$ cat src/rtl/parser_pkg.sv
// Shared types and width helpers for the parser ingress path.
package parser_pkg;

  typedef enum logic [1:0] {
    IDLE  = 2'd0,
    FWD   = 2'd1,
    DRAIN = 2'd2
  } arb_state_t;

  // Width of a valid-byte count able to express 0..DATA_WIDTH/8.
  function automatic int idx_w(input int data_width);
    return $clog2(data_width / 8 + 1);
  endfunction

  // Width of a port index; never narrower than one bit.
  function automatic int port_w(input int n_ports);
    return (n_ports > 1) ? $clog2(n_ports) : 1;
  endfunction

endpackage

$ cat src/rtl/parser_ingress_arbiter_rr_pick.sv
// Combinational round-robin picker: first requester after rr_last wins.
module rr_pick
  import parser_pkg::*;
#(
  parameter  int N_PORTS = 2,
  localparam int PORT_W  = port_w(N_PORTS)
) (
  input  logic [N_PORTS-1:0] req,
  input  logic [PORT_W-1:0]  rr_last,
  output logic [PORT_W-1:0]  grant,
  output logic               any_req
);

  logic [2*N_PORTS-1:0] req2;
  logic [N_PORTS-1:0]   rot;

  // Rotate so that bit 0 is the port just after the last winner.
  assign req2 = {req, req} >> (int'(rr_last) + 1);
  assign rot  = req2[N_PORTS-1:0];

  // Lowest set bit of the rotated vector, mapped back to a port index.
  always_comb begin
    grant   = '0;
    any_req = 1'b0;
    for (int j = 0; j < N_PORTS; j++) begin
      if (!any_req && rot[j]) begin
        any_req = 1'b1;
        grant   = PORT_W'((int'(rr_last) + 1 + j) % N_PORTS);
      end
    end
  end

endmodule

$ cat src/rtl/parser_ingress_arbiter.sv
// Frame-granular round-robin arbiter feeding the parser pipeline; truncates
// over-length frames and drains their remainder.
module parser_ingress_arbiter
  import parser_pkg::*;
#(
  parameter  int DATA_WIDTH      = 64,
  parameter  int N_PORTS         = 2,
  parameter  int MAX_FRAME_BEATS = 192,
  localparam int IDX_W           = idx_w(DATA_WIDTH),
  localparam int PORT_W          = port_w(N_PORTS)
) (
  input  logic                          clk,
  input  logic                          rst,
  input  logic [N_PORTS*DATA_WIDTH-1:0] s_tdata,
  input  logic [N_PORTS*IDX_W-1:0]      s_idx,
  input  logic [N_PORTS-1:0]            s_valid,
  input  logic [N_PORTS-1:0]            s_last,
  output logic [N_PORTS-1:0]            s_ready,
  output logic [DATA_WIDTH-1:0]         m_tdata,
  output logic [IDX_W-1:0]              m_idx,
  output logic                          m_valid,
  output logic                          m_last,
  input  logic                          m_ready,
  output logic [PORT_W-1:0]             m_src,
  output logic                          trunc_pulse,
  output logic [PORT_W-1:0]             trunc_port,
  output logic                          busy
);

  localparam int CNT_W = $clog2(MAX_FRAME_BEATS + 1);

  arb_state_t            state, state_nxt;
  logic [PORT_W-1:0]     grant, rr_last, pick;
  logic                  any_req;
  logic [CNT_W-1:0]      beat_cnt;
  logic                  out_en, accept, at_max;
  logic [DATA_WIDTH-1:0] sel_data;
  logic [IDX_W-1:0]      sel_idx;
  logic                  sel_valid, sel_last;

  rr_pick #(.N_PORTS(N_PORTS)) u_rr_pick (
    .req     (s_valid),
    .rr_last (rr_last),
    .grant   (pick),
    .any_req (any_req)
  );

  assign out_en    = !m_valid || m_ready;
  assign sel_data  = s_tdata[grant*DATA_WIDTH +: DATA_WIDTH];
  assign sel_idx   = s_idx[grant*IDX_W +: IDX_W];
  assign sel_valid = s_valid[grant];
  assign sel_last  = s_last[grant];
  assign accept    = sel_valid && s_ready[grant];
  assign at_max    = (beat_cnt == CNT_W'(MAX_FRAME_BEATS - 1));
  assign busy      = (state != IDLE);

  // Only the granted port is ever readied; DRAIN swallows beats regardless of the parser.
  always_comb begin
    s_ready = '0;
    case (state)
      FWD:     s_ready[grant] = out_en;
      DRAIN:   s_ready[grant] = 1'b1;
      default: s_ready = '0;
    endcase
  end

  // Next-state: grant on any request, leave on last beat or forced truncation.
  always_comb begin
    state_nxt = state;
    case (state)
      IDLE:  if (any_req) state_nxt = FWD;
      FWD: begin
        if (accept) begin
          if (sel_last)    state_nxt = IDLE;
          else if (at_max) state_nxt = DRAIN;
        end
      end
      DRAIN: if (accept && sel_last) state_nxt = IDLE;
      default: state_nxt = IDLE;
    endcase
  end

  // Control state: grant, fairness pointer, beat counter, truncation report.
  always_ff @(posedge clk) begin
    if (rst) begin
      state       <= IDLE;
      grant       <= '0;
      rr_last     <= PORT_W'(N_PORTS - 1);
      beat_cnt    <= '0;
      trunc_pulse <= 1'b0;
      trunc_port  <= '0;
    end else begin
      state       <= state_nxt;
      trunc_pulse <= 1'b0;
      if (state == IDLE && any_req) begin
        grant    <= pick;
        beat_cnt <= '0;
      end
      if (state == FWD && accept) begin
        beat_cnt <= beat_cnt + 1'b1;
        if (!sel_last && at_max) begin
          trunc_pulse <= 1'b1;
          trunc_port  <= grant;
        end
      end
      if (state != IDLE && accept && sel_last) rr_last <= grant;
    end
  end

  // Output stage: single register toward the parser, held under backpressure.
  always_ff @(posedge clk) begin
    if (rst) begin
      m_valid <= 1'b0;
      m_last  <= 1'b0;
      m_tdata <= '0;
      m_idx   <= '0;
      m_src   <= '0;
    end else if (state == FWD && accept) begin
      m_valid <= 1'b1;
      m_last  <= sel_last || at_max;
      m_tdata <= sel_data;
      m_idx   <= sel_idx;
      m_src   <= grant;
    end else if (m_ready) begin
      m_valid <= 1'b0;
    end
  end

endmodule
$ cat config.mk
export PLATFORM = sky130hd
export DESIGN_NAME = parser_ingress_arbiter
export DESIGN_NICKNAME = d
export VERILOG_FILES = /design/src/rtl/parser_pkg.sv /design/src/rtl/parser_ingress_arbiter_rr_pick.sv /design/src/rtl/parser_ingress_arbiter.sv
export SDC_FILE = /design/constraint.sdc
export NUM_CORES = 1
export LEC_CHECK = 0
export CORE_ASPECT_RATIO = 1.25
export CORE_MARGIN = 1
export CORE_UTILIZATION = 30
export DETAILED_ROUTE_END_ITERATION = 16
export GPL_TIMING_DRIVEN = 0
export SETUP_SLACK_MARGIN = 0.2
export SLEW_MARGIN = 20
export SYNTH_ARGS = -nofsm -noshare
export SYNTH_HDL_FRONTEND = slang
export SYNTH_SLANG_ARGS = --single-unit
$ cat constraint.sdc
create_clock -name clk -period 3.3 [get_ports clk]
set_input_delay 0.66 -clock clk [delete_from_list [all_inputs] [get_ports clk]]
set_output_delay 0.66 -clock clk [all_outputs]
set_load 0.02 [all_outputs]
After elaboration in Yosys (flattened, before gate mapping)
Index checks and enable logic that the tools add are counted.
- register bits: 85
- input bits: 143
- output and inout port bits: 76
- word-level logic and storage cells: 73
- add/sub/neg operators: 3
- $lt $le $gt $ge: 2
- equality and inequality tests: 7
- shift operators: 3
- mux-type cells: 24
- bitwise gates (word level): 2
- reduce and logical (&&, ||, !) cells: 21
- operators with widths (operator ; count):
    indexed part select 128 x 8 -> 64 bit ; 1
    two-way mux 8 bit ; 2
    two-way mux 1 bit ; 14
    two-way mux 2 bit ; 5
    logical AND 1 bit ; 9
    adder 8 x 1 -> 8 bit, second input constant ; 1
    equality test 8 bit, second input constant ; 1
    indexed part select 8 x 4 -> 4 bit ; 1
    inequality test 2 bit, second input constant ; 3
    one-hot mux 2 bit (3 select lines) ; 1
    nonzero test 2 bit ; 3
    one-hot mux 2 bit (2 select lines) ; 1
    AND reduction 4 bit ; 1
    >> shifter 4 x 2 -> 2 bit ; 1
    zero test 1 bit ; 3
    inequality test 3 bit, second input constant ; 1
    adder 1 x 1 -> 2 bit, second input constant ; 1
    AND 2 bit ; 1
    equality test 2 x 1 -> 1 bit, second input constant ; 1
    equality test 2 bit, second input constant ; 1
    zero test 2 bit ; 1
    logical OR 1 bit ; 2
    < comparator 1 x 2 -> 1 bit, second input constant ; 1
    AND reduction 2 bit ; 1
    other kinds (5) ; 5

Longest topological paths before layout
Gate-level depths: netlist of the first run.
- depth in word-level cells: 12
- gate-level depth with buffers: 10
- depth with buffers taken out: 7

Hierarchy
Synthesis of the first run repeated with hierarchy kept, for this count alone.
- cell total of the unflattened synthesis: 412
- area total of the unflattened synthesis: 3861.2 µm²
- by module, submodules not included (module ; instances ; cells each ; area an instance (µm²) ; sequential area each (µm²)):
    parser_ingress_arbiter ; 1 ; 410 ; 3847.4 ; 1701.6
    rr_pick ; 1 ; 2 ; 13.8 ; 0.0

Worst setup path after synthesis of the first run
No wires, ideal clock.
- path type: reg-to-reg
- from: register state[0]
- to: register m_tdata[36]
- data arrival time: 1956 ps
- required time: 3157 ps
- setup slack: 1201 ps
- cell stages (with the launch flop): 10
- cells stage by stage: dfxtp_1 -> inv_1 -> ha_1 -> nor2_1 -> nor4b_4 -> o211a_1 -> buf_2 -> buf_4 -> buf_2 -> a211oi_1
- cells in the longest elaborated chain, start to end: 6
- elaborated cells on any way between the ends: 7
- ends and longest elaborated chain (element ; RTL line ; RTL):
    start: declaration ; parser_ingress_arbiter.sv:32 ; arb_state_t state, state_nxt;
    start signal: assignment ; parser_ingress_arbiter.sv:93 ; state <= state_nxt;
    equality test 2 bit / equality test 2 x 1 -> 1 bit (equally long branches) ; parser_ingress_arbiter.sv:60 ; case (state)
    one-hot mux 2 bit (2 select lines) (*) ; parser_ingress_arbiter.sv:60 ;
    net s_ready[0] ; parser_ingress_arbiter.sv:18 ; output logic [N_PORTS-1:0] s_ready,
    two-way mux 1 bit (not written as such) (*) (2 in a row) ; parser_ingress_arbiter.sv:53 ; assign accept = sel_valid && s_ready[grant];
    logical AND 1 bit (*) ; parser_ingress_arbiter.sv:53 ;
    logical AND 1 bit (*) ; parser_ingress_arbiter.sv:118 ; end else if (state == FWD && accept) begin
    end signal: assignment ; parser_ingress_arbiter.sv:121 ; m_tdata <= sel_data;
    end: declaration ; parser_ingress_arbiter.sv:19 ; output logic [DATA_WIDTH-1:0] m_tdata,
The timed path passes the listed nets; every way through them passes the cells marked *. The select of a mux whose other input is x is not followed.
A chain may end at the register's enable or synchronous reset.

Worst setup path in the final report of the first run
- from: input m_ready
- to: output s_ready[0]
- cells in the longest elaborated chain, start to end: 3
- ends and longest elaborated chain (element ; RTL line ; RTL):
    start: declaration ; parser_ingress_arbiter.sv:23 ; input logic m_ready,
    logical OR 1 bit ; parser_ingress_arbiter.sv:48 ; assign out_en = !m_valid || m_ready;
    AND 2 bit (no line) ; n/a ;
    one-hot mux 2 bit (2 select lines) ; parser_ingress_arbiter.sv:60 ;
    end: declaration ; parser_ingress_arbiter.sv:18 ;
No other way between the ends.

==> results by group, run 1 <==
Status
  – Status: completed

Setup path
  – Critical-path cell list: clkdlybuf4s50_1 -> nor3b_2 -> nor4b_4 -> clkdlybuf4s50_1
  – Crit Reg-Reg Startpoint: state[0]$_SDFFE_PP0P_
  – Reg2Reg Depth: 9
  – Critical path's most frequent cell: clkdlybuf4s50_1
  – Reg2reg setup slack: 0.86 ns
  – Critical path peak fanout: 5
  – CP Buf/Inv Count: 2
  – Crit path launch type: primary input
  – Worst Setup End Kind: output pin
  – Max stage delay on crit path: between 0.6 and 0.7 ns
  – R2R Path End: m_tdata[39]$_SDFFE_PP0P_
  – Critical Path RT: 2.64 ns
  – Worst Path Arrival: 2.27 ns
  – Kind of critical path: in -> out
  – Slowest-stage cell, CP: clkdlybuf4s50_1
  – CP delay by family, top: buffers and inverters

Logic synthesis
  – Synth Warn #: 0
  – Post-synthesis mux area share: 17.5%
  – Area contributors post-synth: dfxtp_1, mux2i_1, a211oi_1
  – Simple-gate share of the synthesized area: 15.0%
  – Syn avg cell area: 9.70 µm²
  – Async SR Flop Fraction: 0%
  – Area leader, netlist: dfxtp_1
  – Library cells used by synthesis: 38
  – Synthesized area: 0.00406 mm²
  – Largest family of logic cells by synthesized area: compound AO/OA/AOI/OAI gates
  – EDFF count, synth: 0
  – Ys flop type: dfxtp_1
  – Count leader, synth: dfxtp_1
  – Yosys reg bits: 85
  – Post-synth top area share: 41.9%
  – Synth Area in XOR/XNOR: 0%
  – Synth Instances: roughly 420
  – Post-Synthesis Net Count: roughly 570
  – Synth cell count leaders: dfxtp_1, nor2_1, mux2i_1
  – Adder-Cell Fraction of Synth Area: 1.54%
  – Sequential-to-total area share from yosys stat: 41.9%
  – Post-synthesis compound-gate area fraction: 19.1%

Timing
  – Setup_tns: 0 ns
  – Worst Skew: 0.00640 ns
  – Final hold vios: 0
  – Final Max Tran Viols: 0
  – Period utilization: 88.9%
  – RSZ-0062 raised after global routing: false
  – Relative slew slack: roughly 24%
  – Max Clock Freq: 0.341 GHz
  – Final setup violation count: 0
  – Slew @ Worst Pin: 1.13 ns
  – Final min period: between 2 and 3 ns

Pwr
  – Comb power frac: 25.1%
  – Reg power frac: 38.9%
  – Worst IR Drop VDD: roughly 0.00021 V
  – Internal power: 2.03 mW
  – Pleak: 2.18 nW
  – PD cells: 415 mW/mm²
  – Clock network fraction of total power: 36.0%
  – Psw: 0.766 mW
  – Net Sw Frac: 27.4%

Detailed routing
  – Drt first pass iters: 5
  – Avg WL per Cell: 15.3 µm
  – Vias per cell: around 5
  – Antenna-violating nets left: 0
  – Initial DRC Count: 111
  – Final WL: between 10000 and 15000 µm
  – Routed vias: 4038
  – DRC violation count after routing: 0

Clock tree
  – Max Root-Sink Buffers: 2
  – Post-CTS Resized: 0
  – CTS tree: yes
  – Hold buffer count at CTS: 0
  – Sink Count: 85
  – Root Driver: clkbuf_16
  – Clock slew at reported path FFs: 0.06 ns
  – Clk_lat worst skew: 0.33 ns
  – Post CTS Setup Buffer Count: 0
  – Total CTS buffers: 9
  – H-tree depth: 3

Place
  – GPL Wtd Cong: 0.774
  – Inst Count DP: 807
  – Post-DP HPWL: 9790 µm
  – PortBufs: 217

Global routing
  – GRT Residual Overflow: 0
  – First-pass GRT wire length: 19900 µm
  – Antenna violations before repair: 0
  – Vias in the first global route: just over 4000
  – Pin count of the biggest net entering global routing: 14
  – Tot GR Track Use: 17.7%

Job
  – Max Cap Viol: 0

Hold path
  – Hold path endpoint: m_src$_SDFFE_PP0P_
  – HP Class: reg -> reg
  – Hold Startpoint: m_src$_SDFFE_PP0P_
  – WHS Path Cells: 2

Cells and area
  – Layout area overhead: 65.8%
  – Nets: 795
  – Antenna cell count: 0
  – Fill cells: 1297
  – Storage element area: between 0.0015 and 0.002 mm²
  – Fin cells: 821
  – Area occupied by multi-input gates: around 0.0022 mm²
  – Share of cells above drive strength 1: 9.69%

Floorplan
  – Die Y: roughly 130 µm
  – Die ar.: 0.0140 mm²
  – # IOs: 219
  – Core area: 0.0132 mm²
  – Die Width: 106 µm
  – Num rows: 47
  – Starting Density: 30.7%
## cell type report
| class | count | area share (%) |
|---|---|---|
| Tap cell | 171 | 3.17 |
| Clock inverter | 4 | 0.743 |
| Timing Repair Buffer | 217 | 32.2 |
| Inverter | 4 | 0.223 |
| Clock buffer | 10 | 3.55 |
| Sequential cell | 85 | 25.3 |
| Buffer | 36 | 2.78 |
| Multi-Input combinational cell | 294 | 32.0 |
## stage by stage
| step | setup WS [ns] | instance area, µm² | hold slack, ns | util [%] | power [mW] |
|---|---|---|---|---|---|
| after detailed placement | 0.374 | 6450 | 0.465 | 48.7 | 1.82 |
| after floorplan | 1.20 | 4060 | 0.465 | - | 1.48 |
| after global routing | 0.278 | 6740 | 0.508 | 50.9 | 2.91 |
| after global placement | 0.403 | 6450 | 0.448 | 48.7 | 1.81 |
| after CTS | 0.364 | 6740 | 0.474 | 50.9 | 2.83 |
| final | 0.367 | 6740 | 0.466 | 50.9 | 2.80 |
## how the worst max path moves through the flow
stage	startpoint	endpoint	slack [ns]	cells after the start
after floorplan	state[0]$_SDFFE_PP0P_	m_tdata[36]$_SDFFE_PP0P_	1.20	9
after global placement	m_ready	s_ready[0]	0.40	4
after detailed placement	m_ready	s_ready[0]	0.37	4
after CTS	state[0]$_SDFFE_PP0P_	s_ready[0]	0.36	5
after global routing	state[0]$_SDFFE_PP0P_	s_ready[0]	0.28	5
final	m_ready	s_ready[0]	0.37	4
## power groups by stage
stage	clock network (mW)	registers [mW]	logic, mW
4_1_cts	1.03	1.09	0.711
6_report	1.01	1.09	0.701
3_3_place_gp	0	1.11	0.700
3_5_place_dp	0	1.11	0.709
2_1_floorplan	0	1.15	0.339
5_1_grt	1.07	1.09	0.755
## worst register-to-register path: stages, from the launching register on
cell	delay (ns)
dfxtp_1	0.33
inv_1	0.11
ha_1	0.28
nor2_1	0.10
nor4b_4	0.42
o211a_1	0.26
buf_2	0.17
buf_4	0.20
buf_2	0.29
a211oi_1	0.13
## sequential cells by signal (all words and copies together) (netlist names)
name         count
beat_cnt         8
grant            1
m_idx            4
m_last           1
m_src            1
m_tdata         64
m_valid          1
rr_last          1
state            2
trunc_port       1
trunc_pulse      1
## per-layer routing
metal	wire (µm)	track usage, %
met1	5010	19.3
met2	6560	32.9
met3	788	4.20
met4	204	6.17
met5	0	0
## logic make-up (layout without fill, tap and decap cells)
family / after synthesis / after routing
flip-flops: 85 / 85
AO/OA/AOI/OAI: 90 / 90
AND/OR/NAND/NOR: 128 / 128
adder cells (fa/ha/maj): 5 / 5
buffers and inverters: 40 / 271
multiplexers: 71 / 71
## placed cells by master (no fill, tap or decap), types with 12 or more instances in the layout
cell,n
clkbuf_1,12
clkdlybuf4s50_1,217
nand3_1,15
a211oi_1,43
nor2_1,78
mux2i_1,70
dfxtp_1,85
buf_2,12
a211oi_2,25
Note: power is estimated with default switching activity, not from simulation.
==> run 2, diff against run 1 <==
- CORE_ASPECT_RATIO: 1.25 -> default
- SKIP_CTS_REPAIR_TIMING: default -> 1
==> run 2 against run 1 <==
Against the previous run:
- via count shrank 1.5%
- global-route usage shrank 0.32 points
- count of clock-buffer cells in the layout up 2
- critical endpoint unchanged
- largest cell class unchanged
- highest routed layer unchanged
==> results by group, run 2 (same netlist as run 1, synthesis figures left out) <==
Floorplan
  – Die Width: 118 µm
  – Num rows: 42
  – Die Y: 118 µm
  – Die ar.: 0.0140 mm²
  – Core area: 0.0132 mm²
  – Starting Density: 30.7%
  – # IOs: 219

Global routing
  – Vias in the first global route: slightly below 4000
  – Pin count of the biggest net entering global routing: 13
  – First-pass GRT wire length: 19500 µm
  – Antenna violations before repair: 0
  – GRT Residual Overflow: 0
  – Tot GR Track Use: 17.4%

Cells and area
  – Antenna cell count: 0
  – Most frequent cells in the layout: clkdlybuf4s50_1, dfxtp_1, nor2_1
  – Most common cell after layout, fill and taps aside: clkdlybuf4s50_1
  – Nets: 795
  – Top flop regs: m_tdata x64, beat_cnt x8, m_idx x4
  – Fin cells: about 830
  – Largest register FFs: 64
  – Layout area overhead: 65.4%
  – Share of cells above drive strength 1: 9.54%
  – Top reg by flops: m_tdata
  – Final core occ: between 50% and 60%

Setup path
  – Critical path peak fanout: 5
  – Crit path launch type: primary input
  – CP Buf/Inv Count: 2
  – Reg2reg setup slack: between 0.9 and 1 ns
  – Critical path's most frequent cell: clkdlybuf4s50_1
  – Kind of critical path: in -> out
  – Max stage delay on crit path: 0.72 ns
  – Critical Path RT: 2.64 ns
  – WP depth: 4
  – Worst Setup End Kind: output pin
  – R2R Path End: beat_cnt[6]$_SDFFE_PP0P_
  – CP delay by family, top: buffers and inverters
  – Reg2Reg Depth: 8
  – Worst Path Arrival: ~2.3 ns
  – Crit Reg-Reg Startpoint: state[0]$_SDFFE_PP0P_
  – Critical-path cell list: clkdlybuf4s50_1 -> nor3b_2 -> nor4b_4 -> clkdlybuf4s50_1
  – Slowest-stage cell, CP: clkdlybuf4s50_1

Place
  – Inst Count DP: 812
  – PortBufs: 217
  – GPL Wtd Cong: 0.851
  – Post-DP HPWL: 9430 µm

Hold path
  – Hold path endpoint: m_src$_SDFFE_PP0P_
  – Hold Startpoint: m_src$_SDFFE_PP0P_
  – WHS Path Cells: 2
  – HP Class: reg -> reg

Timing
  – Period utilization: roughly nine tenths
  – Setup_tns: 0 ns
  – RSZ-0062 raised after global routing: false
  – Final min period: 2.96 ns
  – Max Clock Freq: 0.338 GHz
  – Worst Skew: 0.00878 ns
  – Final Max Tran Viols: 0
  – Final setup violation count: 0
  – Slew @ Worst Pin: about 1.1 ns
  – Relative slew slack: 26.3%
  – Final hold vios: 0

Pwr
  – PD cells: 403 mW/mm²
  – Worst IR Drop VDD: 0.000280 V
  – Pleak: 2.18 nW
  – Total power: 2.71 mW

Detailed routing
  – Final WL: 12300 µm
  – Vias per cell: approximately 4.8
  – Initial DRC Count: 141
  – Drt first pass iters: 4
  – Antenna-violating nets left: 0
  – Avg WL per Cell: 14.9 µm
  – DRC violation count after routing: 0
  – Routed vias: 3977

Clock tree
  – Sink Count: 85
  – CTS tree: yes
  – Total CTS buffers: 9
  – Clock slew at reported path FFs: 0.06 ns
  – H-tree depth: 3
  – Root Driver: clkbuf_16
  – Max Root-Sink Buffers: 2
  – Clk_lat worst skew: 0.33 ns

Status
  – Status: completed

Job
  – Max Cap Viol: 0
## run 2: final cells by class
type	count	area, µm²
fill	1293	6520
timing repair buffer	217	2170
multi-input combinational	294	2160
sequential	85	1700
clock buffer	12	256
tap	176	220
buffer	36	188
inverter	4	15.0
clock inverter	2	10.0
## run 2: per-stage QoR
stage	worst slack (ns)	hold slack [ns]	area, µm²
after detailed placement	0.325	0.467	6460
after CTS	0.318	0.475	6720
after global routing	0.278	0.501	6720
after global placement	0.336	0.454	6460
final	0.343	0.473	6720
after floorplan	1.20	0.465	4060
## run 2: how the worst max path moves through the flow
stage                           from                  endpoint
2_1_floorplan  state[0]$_SDFFE_PP0P_  m_tdata[36]$_SDFFE_PP0P_
3_3_place_gp                 m_ready                s_ready[0]
3_5_place_dp                 m_ready                s_ready[0]
4_1_cts                      m_ready                s_ready[0]
5_1_grt                      m_ready                s_ready[1]
6_report                     m_ready                s_ready[0]
## run 2: worst reg2reg max path: cells and delay by family (launching register included)
| kind | cells | cell delay (ns) |
|---|---|---|
| DFF | 1 | 0.36 |
| adders and majority gates | 1 | 0.27 |
| AOI/OAI and AO/OA | 2 | 0.66 |
| buffers and inverters | 2 | 0.41 |
| and+or+nand+nor | 3 | 0.62 |
## run 2: where the power goes
part	internal, mW	switching (mW)
registers	1.07	0.0227
logic	0.367	0.336
clock network	0.540	0.378
total	1.97	0.737
## run 2: layer usage
layer	global-route usage (%)	share of wire, %	vias up
met3	5.74	9.3	9
met4	5.38	1.1	0
met2	28.2	46	178
met5	0	0	-
li1	-	-	1981
met1	21.9	44	1809
==> run 3, diff against run 2 <==
- CORE_MARGIN: 1 -> default
- HOLD_SLACK_MARGIN: default -> 0.03
==> results of run 3 <==
The final DEF is identical to that of run 2; final timing and power are the same.
